File: config.mk
export PLATFORM = sky130hd
export DESIGN_NAME = display_ram_arbiter
export DESIGN_NICKNAME = d
export VERILOG_FILES = /design/src/rtl/display_ram_arbiter.sv
export SDC_FILE = /design/constraint.sdc
export NUM_CORES = 1
export LEC_CHECK = 0
export BUFFER_PORTS_ARGS = -buffer_cell sky130_fd_sc_hd__clkbuf_2
export CAP_MARGIN = 20
export CORE_AREA = 2 2 58 60
export DETAILED_ROUTE_END_ITERATION = 8
export DIE_AREA = 0 0 60 62
export PLACE_DENSITY = 0.82
export SETUP_SLACK_MARGIN = 0.15
export SYNTH_ARGS = -nofsm -noshare
export SYNTH_HDL_FRONTEND = slang
export SYNTH_SLANG_ARGS = --single-unit
export TNS_END_PERCENT = 20
File: constraint.sdc
create_clock -name clk -period 1.8 [get_ports clk]
set_input_delay 0.18 -clock clk [delete_from_list [all_inputs] [get_ports clk]]
set_output_delay 0.18 -clock clk [all_outputs]
set_load 0.01 [all_outputs]
File: src/rtl/display_ram_arbiter.sv
// rtl/display_ram_arbiter.sv - CPU/scanner arbiter for a single-port 4-bit display RAM
//
// Purpose:
//   Shares one single-port display RAM between CPU accesses to the display
//   page and a frame scanner that streams every displayable element out.
//   The CPU always wins; the scanner stalls in its request state while the
//   CPU is using the RAM.
//
// Ports:
//   clk, reset            single clock, synchronous active-high reset
//   cpu_en                one-cycle CPU access strobe
//   cpu_write_en          1 = write, 0 = read (qualified by cpu_en)
//   cpu_addr[7:0]         address within the display page
//   cpu_write_data[3:0]   write nibble
//   cpu_read_data[3:0]    registered read result, held until the next read
//   ram_we/ram_addr/ram_wdata   RAM command (combinational)
//   ram_rdata[3:0]        RAM data, one cycle after the address
//   frame_start           pulse requesting one full scan
//   lcd_enable            0 blanks scan data
//   scan_valid/scan_addr/scan_data, scan_ready   scan element stream
//   frame_done            one-cycle pulse after the last element
//   overrun               sticky: frame_start seen while a scan was busy

module display_ram_arbiter #(
  parameter logic [7:0] LO_LAST  = 8'h4F,
  parameter logic [7:0] HI_FIRST = 8'h80,
  parameter logic [7:0] HI_LAST  = 8'hCF
) (
  input  logic       clk,
  input  logic       reset,
  input  logic       cpu_en,
  input  logic       cpu_write_en,
  input  logic [7:0] cpu_addr,
  input  logic [3:0] cpu_write_data,
  output logic [3:0] cpu_read_data,
  output logic       ram_we,
  output logic [7:0] ram_addr,
  output logic [3:0] ram_wdata,
  input  logic [3:0] ram_rdata,
  input  logic       frame_start,
  input  logic       lcd_enable,
  output logic       scan_valid,
  output logic [7:0] scan_addr,
  output logic [3:0] scan_data,
  input  logic       scan_ready,
  output logic       frame_done,
  output logic       overrun
);

  typedef enum logic [2:0] {
    S_IDLE,
    S_REQ,
    S_WAIT,
    S_OUT,
    S_DONE
  } state_t;

  state_t     r_state;
  state_t     w_state_next;
  logic [7:0] r_ptr;
  logic [7:0] w_ptr_next;
  logic       w_scan_issue;
  logic [3:0] r_scan_data;
  logic [3:0] r_cpu_rd;
  logic       r_rd_pend;
  logic       r_rd_addr_ok;
  logic       r_overrun;
  logic       w_addr_ok;
  logic       w_cpu_go;

  assign w_addr_ok = (cpu_addr <= LO_LAST) ||
                     ((cpu_addr >= HI_FIRST) && (cpu_addr <= HI_LAST));
  assign w_cpu_go  = cpu_en && w_addr_ok;

  // Scanner next-state. The REQ stall looks at raw cpu_en (not w_cpu_go) so
  // any CPU strobe, even to an unmapped address, holds the scanner off.
  always_comb begin
    w_state_next = r_state;
    w_ptr_next   = r_ptr;
    w_scan_issue = 1'b0;
    case (r_state)
      S_IDLE: begin
        if (frame_start) begin
          w_state_next = S_REQ;
          w_ptr_next   = 8'h00;
        end
      end
      S_REQ: begin
        if (!cpu_en) begin
          w_scan_issue = 1'b1;
          w_state_next = S_WAIT;
        end
      end
      S_WAIT: begin
        w_state_next = S_OUT;
      end
      S_OUT: begin
        if (scan_ready) begin
          if (r_ptr == HI_LAST) begin
            w_state_next = S_DONE;
          end else begin
            w_state_next = S_REQ;
            // Skip the hole between the two display segments.
            w_ptr_next   = (r_ptr == LO_LAST) ? HI_FIRST : (r_ptr + 8'd1);
          end
        end
      end
      S_DONE: begin
        w_state_next = S_IDLE;
      end
      default: begin
        w_state_next = S_IDLE;
      end
    endcase
  end

  // RAM command mux: CPU first, scanner read second, otherwise all zero.
  always_comb begin
    ram_we    = 1'b0;
    ram_addr  = 8'h00;
    ram_wdata = 4'h0;
    if (!reset) begin
      if (w_cpu_go) begin
        ram_we    = cpu_write_en;
        ram_addr  = cpu_addr;
        ram_wdata = cpu_write_en ? cpu_write_data : 4'h0;
      end else if (w_scan_issue) begin
        ram_addr  = r_ptr;
      end
    end
  end

  always_ff @(posedge clk) begin
    if (reset) begin
      r_state      <= S_IDLE;
      r_ptr        <= 8'h00;
      r_scan_data  <= 4'h0;
      r_cpu_rd     <= 4'h0;
      r_rd_pend    <= 1'b0;
      r_rd_addr_ok <= 1'b0;
      r_overrun    <= 1'b0;
    end else begin
      r_state <= w_state_next;
      r_ptr   <= w_ptr_next;
      // RAM data in WAIT belongs to the address issued in REQ, regardless of
      // any CPU access happening during WAIT.
      if (r_state == S_WAIT) begin
        r_scan_data <= lcd_enable ? ram_rdata : 4'h0;
      end
      // CPU read: remember the request, then load the returning data.
      r_rd_pend    <= cpu_en && !cpu_write_en;
      r_rd_addr_ok <= w_addr_ok;
      if (r_rd_pend) begin
        r_cpu_rd <= r_rd_addr_ok ? ram_rdata : 4'h0;
      end
      if (frame_start && (r_state != S_IDLE)) begin
        r_overrun <= 1'b1;
      end
    end
  end

  assign scan_valid    = (r_state == S_OUT);
  assign scan_addr     = scan_valid ? r_ptr : 8'h00;
  assign scan_data     = scan_valid ? r_scan_data : 4'h0;
  assign frame_done    = (r_state == S_DONE);
  assign overrun       = r_overrun;
  assign cpu_read_data = r_cpu_rd;

endmodule
# --- Word-level counts from Yosys, hierarchy flattened ---
# Index checks and enable logic that the tools add are counted.
word_totals:
  input_bits: 23
  wordCells: 56
  reg_bits: 22
classes:
  muxes: 24
  n_reduce_logical: 11
  magnitude_cmp: 3
  addsub: 1
  eq_ne: 10
ops:
  columns: ["op", "count"]
  rows:
  - ["2-to-1 mux 8 bit", 8]
  - ["2-to-1 mux 4 bit", 6]
  - ["one-hot mux 8 bit (2 select lines)", 1]
  - ["2-to-1 mux 3 bit", 4]
  - ["one-hot mux 3 bit (4 select lines)", 1]
  - ["adder 8 x 1 -> 8 bit, second input constant", 1]
  - ["== test 8 x 7 -> 1 bit, second input constant", 1]
  - ["== test 8 bit, second input constant", 1]
  - ["greater-or-equal comparator 8 bit, second input constant", 1]
  - ["<= comparator 8 x 7 -> 1 bit, second input constant", 1]
  - ["<= comparator 8 bit, second input constant", 1]
  - ["== test 3 x 2 -> 1 bit, second input constant", 2]
  - ["!= test 2 bit, second input constant", 3]
  - ["logical AND 1 bit", 4]
  - ["2-to-1 mux 1 bit", 4]
  - ["AND reduction 4 bit", 1]
  - ["== test 3 x 1 -> 1 bit, second input constant", 1]
  - ["== test 3 bit, second input constant", 1]
  - ["logical NOT 3 bit", 1]
  - ["AND reduction 3 bit", 1]
  - ["nonzero test 3 bit", 1]
  - ["!= test 2 x 1 -> 1 bit, second input constant", 1]
  - ["nonzero test 2 bit", 1]
  - ["logical NOT 1 bit", 1]
  - ["logical OR 1 bit", 1]

# --- Logic depth before layout (Yosys ltp) ---
# Gate-level depths: netlist of the first run.
logic_depth:
  word_depth: 6
  depth_mapped: 6

# --- Least setup slack after synthesis of the first run ---
# OpenSTA, ideal clock, no wires.
synth_path:
  kind: "register to register"
  start: "register r_ptr[0]"
  end: "register r_ptr[3]"
  synth_period_minus_slack_ns: 1.635
  setup_slack_ns: 0.165
  path_stages_with_launch: 6
  arrival_time_ns: 1.515
  n_path_buf: 0
  t_required_ns: 1.680
  cell_sequence: "dfxtp_1 -> ha_1 -> nand3_2 -> or3_4 -> o211a_1 -> a211o_1"
synth_via:
  elab_chain_cells: 5
synth_lines:
  columns: ["item", "line_no", "text"]
  rows:
  - ["from (decl)", "60", "logic [7:0] r_ptr;"]
  - ["from (signal assigned)", "144", "r_ptr <= w_ptr_next;"]
  - ["adder 8 x 1 -> 8 bit or == test 8 x 7 -> 1 bit (tied branches)", "104", "w_ptr_next = (r_ptr == LO_LAST) ? HI_FIRST : (r_ptr + 8'd1);"]
  - ["2-to-1 mux 8 bit", "104", null]
  - ["2-to-1 mux 8 bit", "99", "if (r_ptr == HI_LAST) begin"]
  - ["2-to-1 mux 8 bit", "98", "if (scan_ready) begin"]
  - ["one-hot mux 8 bit (2 select lines)", "81", "case (r_state)"]
# Several ways; a longest one is shown, not always the timed one. The select of a mux whose other input is x is not followed.
# A chain may end at the register's enable or synchronous reset.

# --- Final worst setup path of the first run ---
layout_path:
  start: "register r_state[1]"
  end: "output ram_addr[2]"
layout_via:
  elab_chain_cells: 5
layout_lines:
  columns: ["item", "line_no", "text"]
  rows:
  - ["from (decl)", "58", "state_t r_state;"]
  - ["from (signal assigned)", "143", "r_state <= w_state_next;"]
  - ["== test 3 x 1 -> 1 bit", "81", null]
  - ["2-to-1 mux 1 bit", "81", null]
  - ["2-to-1 mux 8 bit", "127", "end else if (w_scan_issue) begin"]
  - ["2-to-1 mux 8 bit", "123", "if (w_cpu_go) begin"]
  - ["2-to-1 mux 8 bit", "122", "if (!reset) begin"]
  - ["to (decl)", "37", "output logic [7:0] ram_addr,"]
# No other way between the ends.

==> results of run 1 <==
## repair_timing
action                     CTS  global route
hold buffers                 0             0
setup endpoints to repair   24            20
pin swaps                    0             3
gates cloned                 0             0
buffers inserted             3             5
gates resized for setup      8             5
## kinds of logic after synthesis
group | share of synthesized area
flops | 0.331
buf+inv | 0.0612
simple gates | 0.361
compound gates | 0.237
fa+ha+maj | 0.00941
## registers in the layout (all words and copies together), names as in the netlist
register       flops
r_ptr              8
cpu_read_data      4
r_scan_data        4
r_state            3
overrun            1
r_rd_addr_ok       1
r_rd_pend          1
## worst max-delay path, delay by kind of cell (launching register included)
family | cells | cell delay, ns
flip-flops | 1 | 0.39
AND/OR/NAND/NOR | 2 | 0.37
buffers and inverters | 2 | 0.34
AO/OA/AOI/OAI | 1 | 0.07
## Yosys cell counts (all sizes together), types with 2 or more instances
cell / n / area (um^2)
nor3b: 5 / 37.5
and2: 19 / 123
nor3: 3 / 15.0
nand2: 11 / 41.3
a22oi: 10 / 75.1
nand2b: 6 / 37.5
inv: 2 / 7.51
o21ai: 5 / 25.0
a21o: 2 / 15.0
and3: 2 / 15.0
nand3: 10 / 55.1
buf: 7 / 58.8
clkbuf: 4 / 15.0
nor2: 18 / 67.6
a21oi: 12 / 63.8
dfxtp: 22 / 440
nand4b: 2 / 17.5
## power by group
group          switching [mW]  leakage [nW]  internal [mW]
Sequential             0.0109         0.181          0.497
Clock                   0.154        0.0210          0.124
Combinational          0.0860         0.582         0.0778
## layer usage
layer,routed length [um],vias to the layer above,GRT usage
met2,1670,44,0.320
li1,-,711,-
met1,1510,667,0.240
met3,205,6,0.0352
met5,0,-,0
met4,36,0,0.0603
## final timing paths
check	start	end	slack [ns]	cells past startpoint
max reg2reg	r_ptr[0]	r_ptr[3]	0.14	5
min	cpu_write_en	r_rd_pend	0.03	2
min reg2reg	r_scan_data[3]	r_scan_data[3]	0.45	2
max	r_state[1]	ram_addr[2]	0.14	5
## cell type report
cell class                      count  area (um^2)
Clock buffer                        4         36.3
Inverter                            2         7.51
Fill cell                         307         1420
Tap cell                           46         57.6
Timing Repair Buffer               69          387
Multi-Input combinational cell    127          816
Sequential cell                    22          453
==> impl_metrics.toml, run 1 <==
[status]
status = "completed"

[cts]
worstSkewPairLatency_ns = 0.31
cts.sinks = 22
cts.clk_slew.worst_paths_ns = 0.13
h-tree-depth = 1
root_buffer = "clkbuf_4"
clockBufferDepth = 2
cts_tree = "done"
cts_buffers = 3

[final_layout]
design_area_um2 = 1760
nets = 249
area_growth_pct = 32.2
stdcell_count = 270
utilization = 0.553
diodes = 0
layout_common_cells = "clkbuf_2 (52), nor2_1 (18), dfxtp_1 (18), and2_1 (17), buf_4 (14)"
layout-drive-gt1-share = 0.406
layout_commonest_cell = "clkbuf_2"

[place]
dp_hpwl_mm = 2.55
dpl-instance-area_um2 = 1640
gp_congestion = 0.883
port-buffer-count = 54
place_inst = 258
dp_slack_ns = 0.0686

[timing]
setup_tns_ns = 0
fin_skew_ns = 0.00532
setup_ws_ns = 0.142
worstMarginPinSlew_ns = 0.395
hold_ws_ns = 0.0269
grt_setup_unrepaired = "yes"
setup_viol = 0
drv_slew = 0
hold_violations = 0
fmax_mhz = 603
slew_headroom = 0.736
fin_crit_ns = 1.66
fin_crit_sh = 0.921

[detailed_routing]
postRouteAntennaNets = 0
totalWireLength_mm = 3.43
drt_drc_violations_left = 0
drt_iter0_drc = 91
via_per_inst = 5.29
routed-via-count = 1428
wire_per_inst_um = 12.7
first_pass_iters = 4

[global_routing]
grt_pass1_vias = 1238
grt_pass1_wl_mm = 5.33
grt_usage = 0.187
grt_max_degree = 25
antenna_found_initial = 0
grt-ovfl-total = 0

[critical_path]
crit_arrival_ns = 1.48
worst-setup-path-type = "reg -> out"
cp_cell_sequence = "nor4b_2, buf_4, a22oi_1, nor2_1, clkbuf_2"
startpoint_type = "register"
endpoint_kind = "output pin"
cp.required_ns = 1.62
slowest_delay_ns = 0.39
path_max_fanout = 8
cp_slowest_cell = "dfxtp_4"

[logic_synthesis]
syn_area_um2 = 1330
synthArstFlopShare = 0
synth_warnings = 0
synthFlopType = "dfxtp_1"
seq_area_frac_synth = 0.331
synth_edf_count = 0
syn_avg_cell_area_um2 = 8.20
syn_inst = 162
synth_cell_type_count = 47
synth_seq_cells = 22
syn-num-nets = 186

[power]
max-vdd-ir-drop_uv = 235
leakagePower_nw = 0.784
power-per-cell-area_nw_per_um2 = 540
power_uw = 949

[floorplan]
core_um2 = 3180
die_h_um = 62
rows = 21
die_w_um = 60
initial_utilization = 0.418
die_area_um2 = 3720
io_pins = 55

[min_path]
hold_path_class = "in -> reg"

[flow_run]
drv_cap = 0
(Power assumes the default switching activity.)
==> run 2: changes to the inputs <==
--- a/config.mk
+++ b/config.mk
@@ -5,13 +5,15 @@
 export SDC_FILE = /design/constraint.sdc
 export NUM_CORES = 1
 export LEC_CHECK = 0
+export ABC_AREA = 1
 export BUFFER_PORTS_ARGS = -buffer_cell sky130_fd_sc_hd__clkbuf_2
 export CAP_MARGIN = 20
-export CORE_AREA = 2 2 58 60
+export CORE_AREA = 2 2 60 62
 export DETAILED_ROUTE_END_ITERATION = 8
-export DIE_AREA = 0 0 60 62
-export PLACE_DENSITY = 0.82
+export DIE_AREA = 0 0 62 64
+export PLACE_DENSITY = 0.81
 export SETUP_SLACK_MARGIN = 0.15
+export SKIP_CTS_REPAIR_TIMING = 1
 export SYNTH_ARGS = -nofsm -noshare
 export SYNTH_HDL_FRONTEND = slang
 export SYNTH_SLANG_ARGS = --single-unit
==> run 2 against run 1 <==
Worst setup slack worse by 0.098 ns. Sequential cell count unchanged. Cell count up 21%. Non-clock buffer count fell by 11. Critical endpoint is now ram_addr[4]. Global-route usage decreased by 0.59 points. Clock-buffer cell count is 1 lower. Largest power group unchanged. Via count rose by 11%.
==> impl_metrics.toml, run 2 <==
[status]
status = "completed"

[power]
power.internal_uw = 892
power.net_switching_uw = 433
power-per-cell-area_nw_per_um2 = 714
comb_power_share = 0.301
pwr-share-seq = 0.405
leakagePower_nw = 0.859
swShare = 0.327
clkPwrFrac = 0.294
max-vdd-ir-drop_uv = 361
power_mw = 1.33

[timing]
fin_crit_sh = 0.976
fin_skew_ns = 0.00633
setup_viol = 0
worstMarginPinSlew_ns = 0.277
fin_crit_ns = 1.76
setup_tns_ns = 0
fmax_mhz = 569
hold_violations = 0
hold_ws_ns = 0.0227
grt_setup_unrepaired = "yes"
drv_slew = 0
slew_headroom = 0.815

[logic_synthesis]
syn_inst = 225
synth_most_common_cell = "nand2_1"
synthArstFlopShare = 0
synth_edf_count = 0
synthFlopType = "dfxtp_1"
syn_area_um2 = 1430
ys_top_cells_by_area = "dfxtp_1 (31%), nand2_1 (15%), nor2_1 (8.9%)"
syn-num-nets = 249
syn_avg_cell_area_um2 = 6.36
synth_top_area_share = 0.308
seq_area_frac_synth = 0.308
synth_seq_cells = 22
synth_cell_type_count = 26
yosysTopAreaCell = "dfxtp_1"
synth_warnings = 0
synth.top_cells.by_count = "nand2_1 (58), nor2_1 (34), inv_1 (32)"

[final_layout]
fillCellCount = 321
diodes = 0
area_growth_pct = 29.8
layout-drive-gt1-share = 0.309
nets = 307
multi_input_area_um2 = 861
seqCellArea_um2 = 450
largest_register_ffs = 8
layout_common_cells = "nand2_1 (58), clkbuf_2 (46), nor2_1 (34), inv_1 (32), a21oi_1 (19)"
layout_commonest_cell = "nand2_1"
stdcell_count = 328
design_area_um2 = 1860
regMostFlops = "r_ptr"

[cts]
cts_buffers = 3
root_buffer = "clkbuf_4"
worstSkewPairLatency_ns = 0.32
cts.sinks = 22
cts.clk_slew.worst_paths_ns = 0.13
h-tree-depth = 1
cts_tree = "done"
clockBufferDepth = 2

[place]
dp_hpwl_mm = 2.79
port-buffer-count = 54
gp_congestion = 0.980
place_inst = 322
dpl-instance-area_um2 = 1750

[floorplan]
io_pins = 55
core_um2 = 3280
die_w_um = 62
die_h_um = 64
initial_utilization = 0.435
rows = 21
die_area_um2 = 3970

[global_routing]
grt_usage = 0.181
grt_pass1_vias = 1335
grt_max_degree = 27
grt-ovfl-total = 0
grt_pass1_wl_mm = 5.60
antenna_found_initial = 0

[detailed_routing]
drt_drc_violations_left = 0
routed-via-count = 1583
first_pass_iters = 4
via_per_inst = 4.83
totalWireLength_mm = 3.64
wire_per_inst_um = 11.1
postRouteAntennaNets = 0
drt_iter0_drc = 53

[critical_path]
worst-setup-path-type = "reg -> out"
startpoint_type = "register"
endpoint_kind = "output pin"
crit_arrival_ns = 1.58
cp.required_ns = 1.62
path_max_fanout = 8

[flow_run]
drv_cap = 0

[min_path]
hold_path_class = "in -> reg"
==> run 2: cell types whose count changed in the layout (fill, tap and decap cells not counted), moves of 8 or more <==
cell	before	now
a22oi_1	9	0
buf_4	14	4
and2_1	17	0
inv_1	2	32
nand2_1	11	58
nor2_1	18	34
a21oi_1	11	19
==> run 2: routing by layer <==
metal	share of wire	vias up	track usage
met1	0.41	693	0.223
met2	0.49	54	0.296
li1	-	829	-
met3	0.078	7	0.0466
met5	0	-	0
met4	0.012	0	0.0665
==> run 2: cell families after synthesis <==
kind of cell	count (synthesis)	synth area share
AND/OR/NAND/NOR	132	0.454
buffers and inverters	39	0.106
AO/OA/AOI/OAI	30	0.117
flip-flops	22	0.308
XOR/XNOR	1	0.00613
adder cells (fa/ha/maj)	1	0.00875
==> run 2: final timing paths <==
kind	from	to	slack, ns	cells after the start
hold reg to reg	cpu_read_data[2]	cpu_read_data[2]	0.47	2
setup reg to reg	r_ptr[1]	r_ptr[0]	0.27	8
setup / recovery	r_state[2]	ram_addr[4]	0.04	6
hold / removal	cpu_write_en	r_rd_pend	0.02	2
==> run 2: power by group through the flow <==
stage	combinational (mW)	clock, mW	sequential, mW
floorplan	0.270	0	0.548
global placement	0.366	0	0.547
detailed placement	0.366	0	0.548
CTS	0.368	0.399	0.537
global route	0.442	0.415	0.540
finish	0.399	0.389	0.537
==> run 2: final cells by class <==
cell class | instances | area share
Clock buffer | 3 | 0.0121
Clock inverter | 1 | 0.0162
Inverter | 34 | 0.0728
Multi-Input combinational cell | 164 | 0.464
Sequential cell | 22 | 0.243
Tap cell | 46 | 0.0310
Timing Repair Buffer | 58 | 0.162
==> run 2: worst max-delay path, stage by stage, from the launching register on <==
cell and delay [ns]:
dfxtp_4 0.40, nor3_2 0.17, inv_1 0.09, nor2_4 0.21, nand2_1 0.10, a21oi_2 0.15, buf_2 0.15
==> run 2: stage by stage <==
step,util,worst slack [ns]
floorplan,-,0.449
global placement,0.533,0.268
detailed placement,0.533,0.207
CTS,0.549,-0.173
global route,0.565,-0.0756
finish,0.565,0.0434
==> run 3: changes to the inputs <==
--- a/config.mk
+++ b/config.mk
@@ -8,10 +8,10 @@
 export ABC_AREA = 1
 export BUFFER_PORTS_ARGS = -buffer_cell sky130_fd_sc_hd__clkbuf_2
 export CAP_MARGIN = 20
-export CORE_AREA = 2 2 60 62
+export CORE_AREA = 2 2 58 60
 export DETAILED_ROUTE_END_ITERATION = 8
-export DIE_AREA = 0 0 62 64
-export PLACE_DENSITY = 0.81
+export DIE_AREA = 0 0 60 62
+export PLACE_DENSITY = 0.85
 export SETUP_SLACK_MARGIN = 0.15
 export SKIP_CTS_REPAIR_TIMING = 1
 export SYNTH_ARGS = -nofsm -noshare
==> run 3 against run 2 <==
Critical path type unchanged. Via count down 1.2%. Global-route usage grew 1.3 points. Non-clock buffer count stayed put. Fmax up 1.4%. Routed wire length decreased by 3.5%. Hold slack improved by 0.014 ns. Register-to-register slack improved by 0.02 ns. Sequential cell count did not move. Clock-buffer cell count unchanged. Worst setup slack better by 0.024 ns. Sequential power increased by 1%. Power up 0.67%.
==> impl_metrics.toml, run 3 (same netlist as run 2, synthesis figures left out) <==
[critical_path]
worst-setup-path-type = "reg -> out"
cp.required_ns = 1.62
cpLargestDelayFamily = "simple AND/OR/NAND/NOR gates"
cp_cell_sequence = "nor3_4, inv_2, nor2_4, nand2_1, a21oi_2, clkbuf_2"
cp_num_buf_inv = 2
reg2reg_from = "r_ptr[1]"
timing.rr.end = "r_ptr[7]"
rrSetupSlack_ns = 0.29
slowest_delay_ns = 0.36
cp_slowest_cell = "dfxtp_1"
endpoint_kind = "output pin"
ff2ff_path_depth = 7
crit_arrival_ns = 1.55
startpoint_type = "register"
path_max_fanout = 8

[floorplan]
rows = 21
initial_utilization = 0.450
die_h_um = 62
die_area_um2 = 3720
io_pins = 55
die_w_um = 60
core_um2 = 3180

[place]
place_inst = 322
port-buffer-count = 54
dpl-instance-area_um2 = 1750
gp_congestion = 1.00
dp_slack_ns = 0.204
dp_hpwl_mm = 2.69

[power]
max-vdd-ir-drop_uv = 347
leakagePower_nw = 0.853
power-per-cell-area_nw_per_um2 = 713
power_mw = 1.33

[cts]
clockBufferDepth = 2
h-tree-depth = 1
cts.clk_slew.worst_paths_ns = 0.13
cts.sinks = 22
cts_buffers = 3
cts_tree = "done"
worstSkewPairLatency_ns = 0.31
root_buffer = "clkbuf_4"

[global_routing]
grt-ovfl-total = 0
grt_usage = 0.195
antenna_found_initial = 0
grt_max_degree = 27
grt_pass1_wl_mm = 5.53
grt_pass1_vias = 1321

[status]
status = "completed"

[final_layout]
largest_register_ffs = 8
layout_commonest_cell = "nand2_1"
layout-drive-gt1-share = 0.330
area_growth_pct = 30.8
diodes = 0
design_area_um2 = 1870
regMostFlops = "r_ptr"
layout_common_cells = "nand2_1 (56), clkbuf_2 (52), nor2_1 (34), inv_1 (30), dfxtp_1 (18)"
stdcell_count = 328
nets = 307

[timing]
grt_setup_unrepaired = "yes"
fin_crit_ns = 1.73
fin_skew_ns = 0.00262
setup_ws_ns = 0.0677
hold_violations = 0
fin_crit_sh = 0.962
drv_slew = 0
fmax_mhz = 577
setup_viol = 0
slew_headroom = 0.792
worstMarginPinSlew_ns = 0.312

[detailed_routing]
drt_iter0_drc = 61
drt_drc_violations_left = 0
postRouteAntennaNets = 0
first_pass_iters = 5
totalWireLength_mm = 3.51
via_per_inst = 4.77
routed-via-count = 1564
wire_per_inst_um = 10.7

[flow_run]
drv_cap = 0

[min_path]
hold_depth = 2
hold_start = "cpu_write_en"
whs_endpoint = "r_rd_pend"
hold_path_class = "in -> reg"
run 3: cell count changes in the layout (fill, tap and decap cells not counted), sizes merged:
cell / before / now
buf: 12 / 6
clkbuf: 49 / 55
run 3: stage by stage:
step | utilization | setup TNS [ns] | hold slack (ns)
floorplan | - | 0 | 0.257
global placement | 0.551 | 0 | 0.361
detailed placement | 0.551 | 0 | 0.369
CTS | 0.567 | -0.931 | 0.0280
global route | 0.588 | -0.182 | 0.0294
finish | 0.588 | 0 | 0.0363
run 3: area by class of cell:
cell class / count / area [um^2]
Multi-Input combinational cell: 164 / 875
Timing Repair Buffer: 58 / 300
Inverter: 34 / 138
Tap cell: 46 / 57.6
Fill cell: 299 / 1310
Clock inverter: 1 / 30.0
Sequential cell: 22 / 448
Clock buffer: 3 / 22.5
run 3: per-layer routing:
| layer | vias to the layer above | routed length, um | GRT usage |
|---|---|---|---|
| met5 | - | 0 | 0 |
| met3 | 4 | 257 | 0.0269 |
| li1 | 827 | - | - |
| met2 | 55 | 1610 | 0.318 |
| met4 | 0 | 46 | 0.0984 |
| met1 | 678 | 1600 | 0.252 |
run 3: report_power, final:
group | switching, mW | total [mW] | internal [mW]
clock network | 0.159 | 0.384 | 0.225
logic | 0.254 | 0.406 | 0.152
registers | 0.0240 | 0.545 | 0.521
run 3: how the worst max path moves through the flow:
| stage | start | to | slack, ns | cells past startpoint |
|---|---|---|---|---|
| 3_5_place_dp | r_state[0] | ram_addr[4] | 0.20 | 7 |
| 4_1_cts | r_state[0] | ram_addr[7] | -0.16 | 7 |
| 6_report | r_state[2] | ram_addr[6] | 0.07 | 6 |
| 5_1_grt | r_state[1] | ram_addr[6] | -0.05 | 6 |
| 3_3_place_gp | r_state[0] | ram_addr[7] | 0.23 | 7 |
| 2_1_floorplan | r_ptr[0] | r_ptr[0] | 0.45 | 8 |
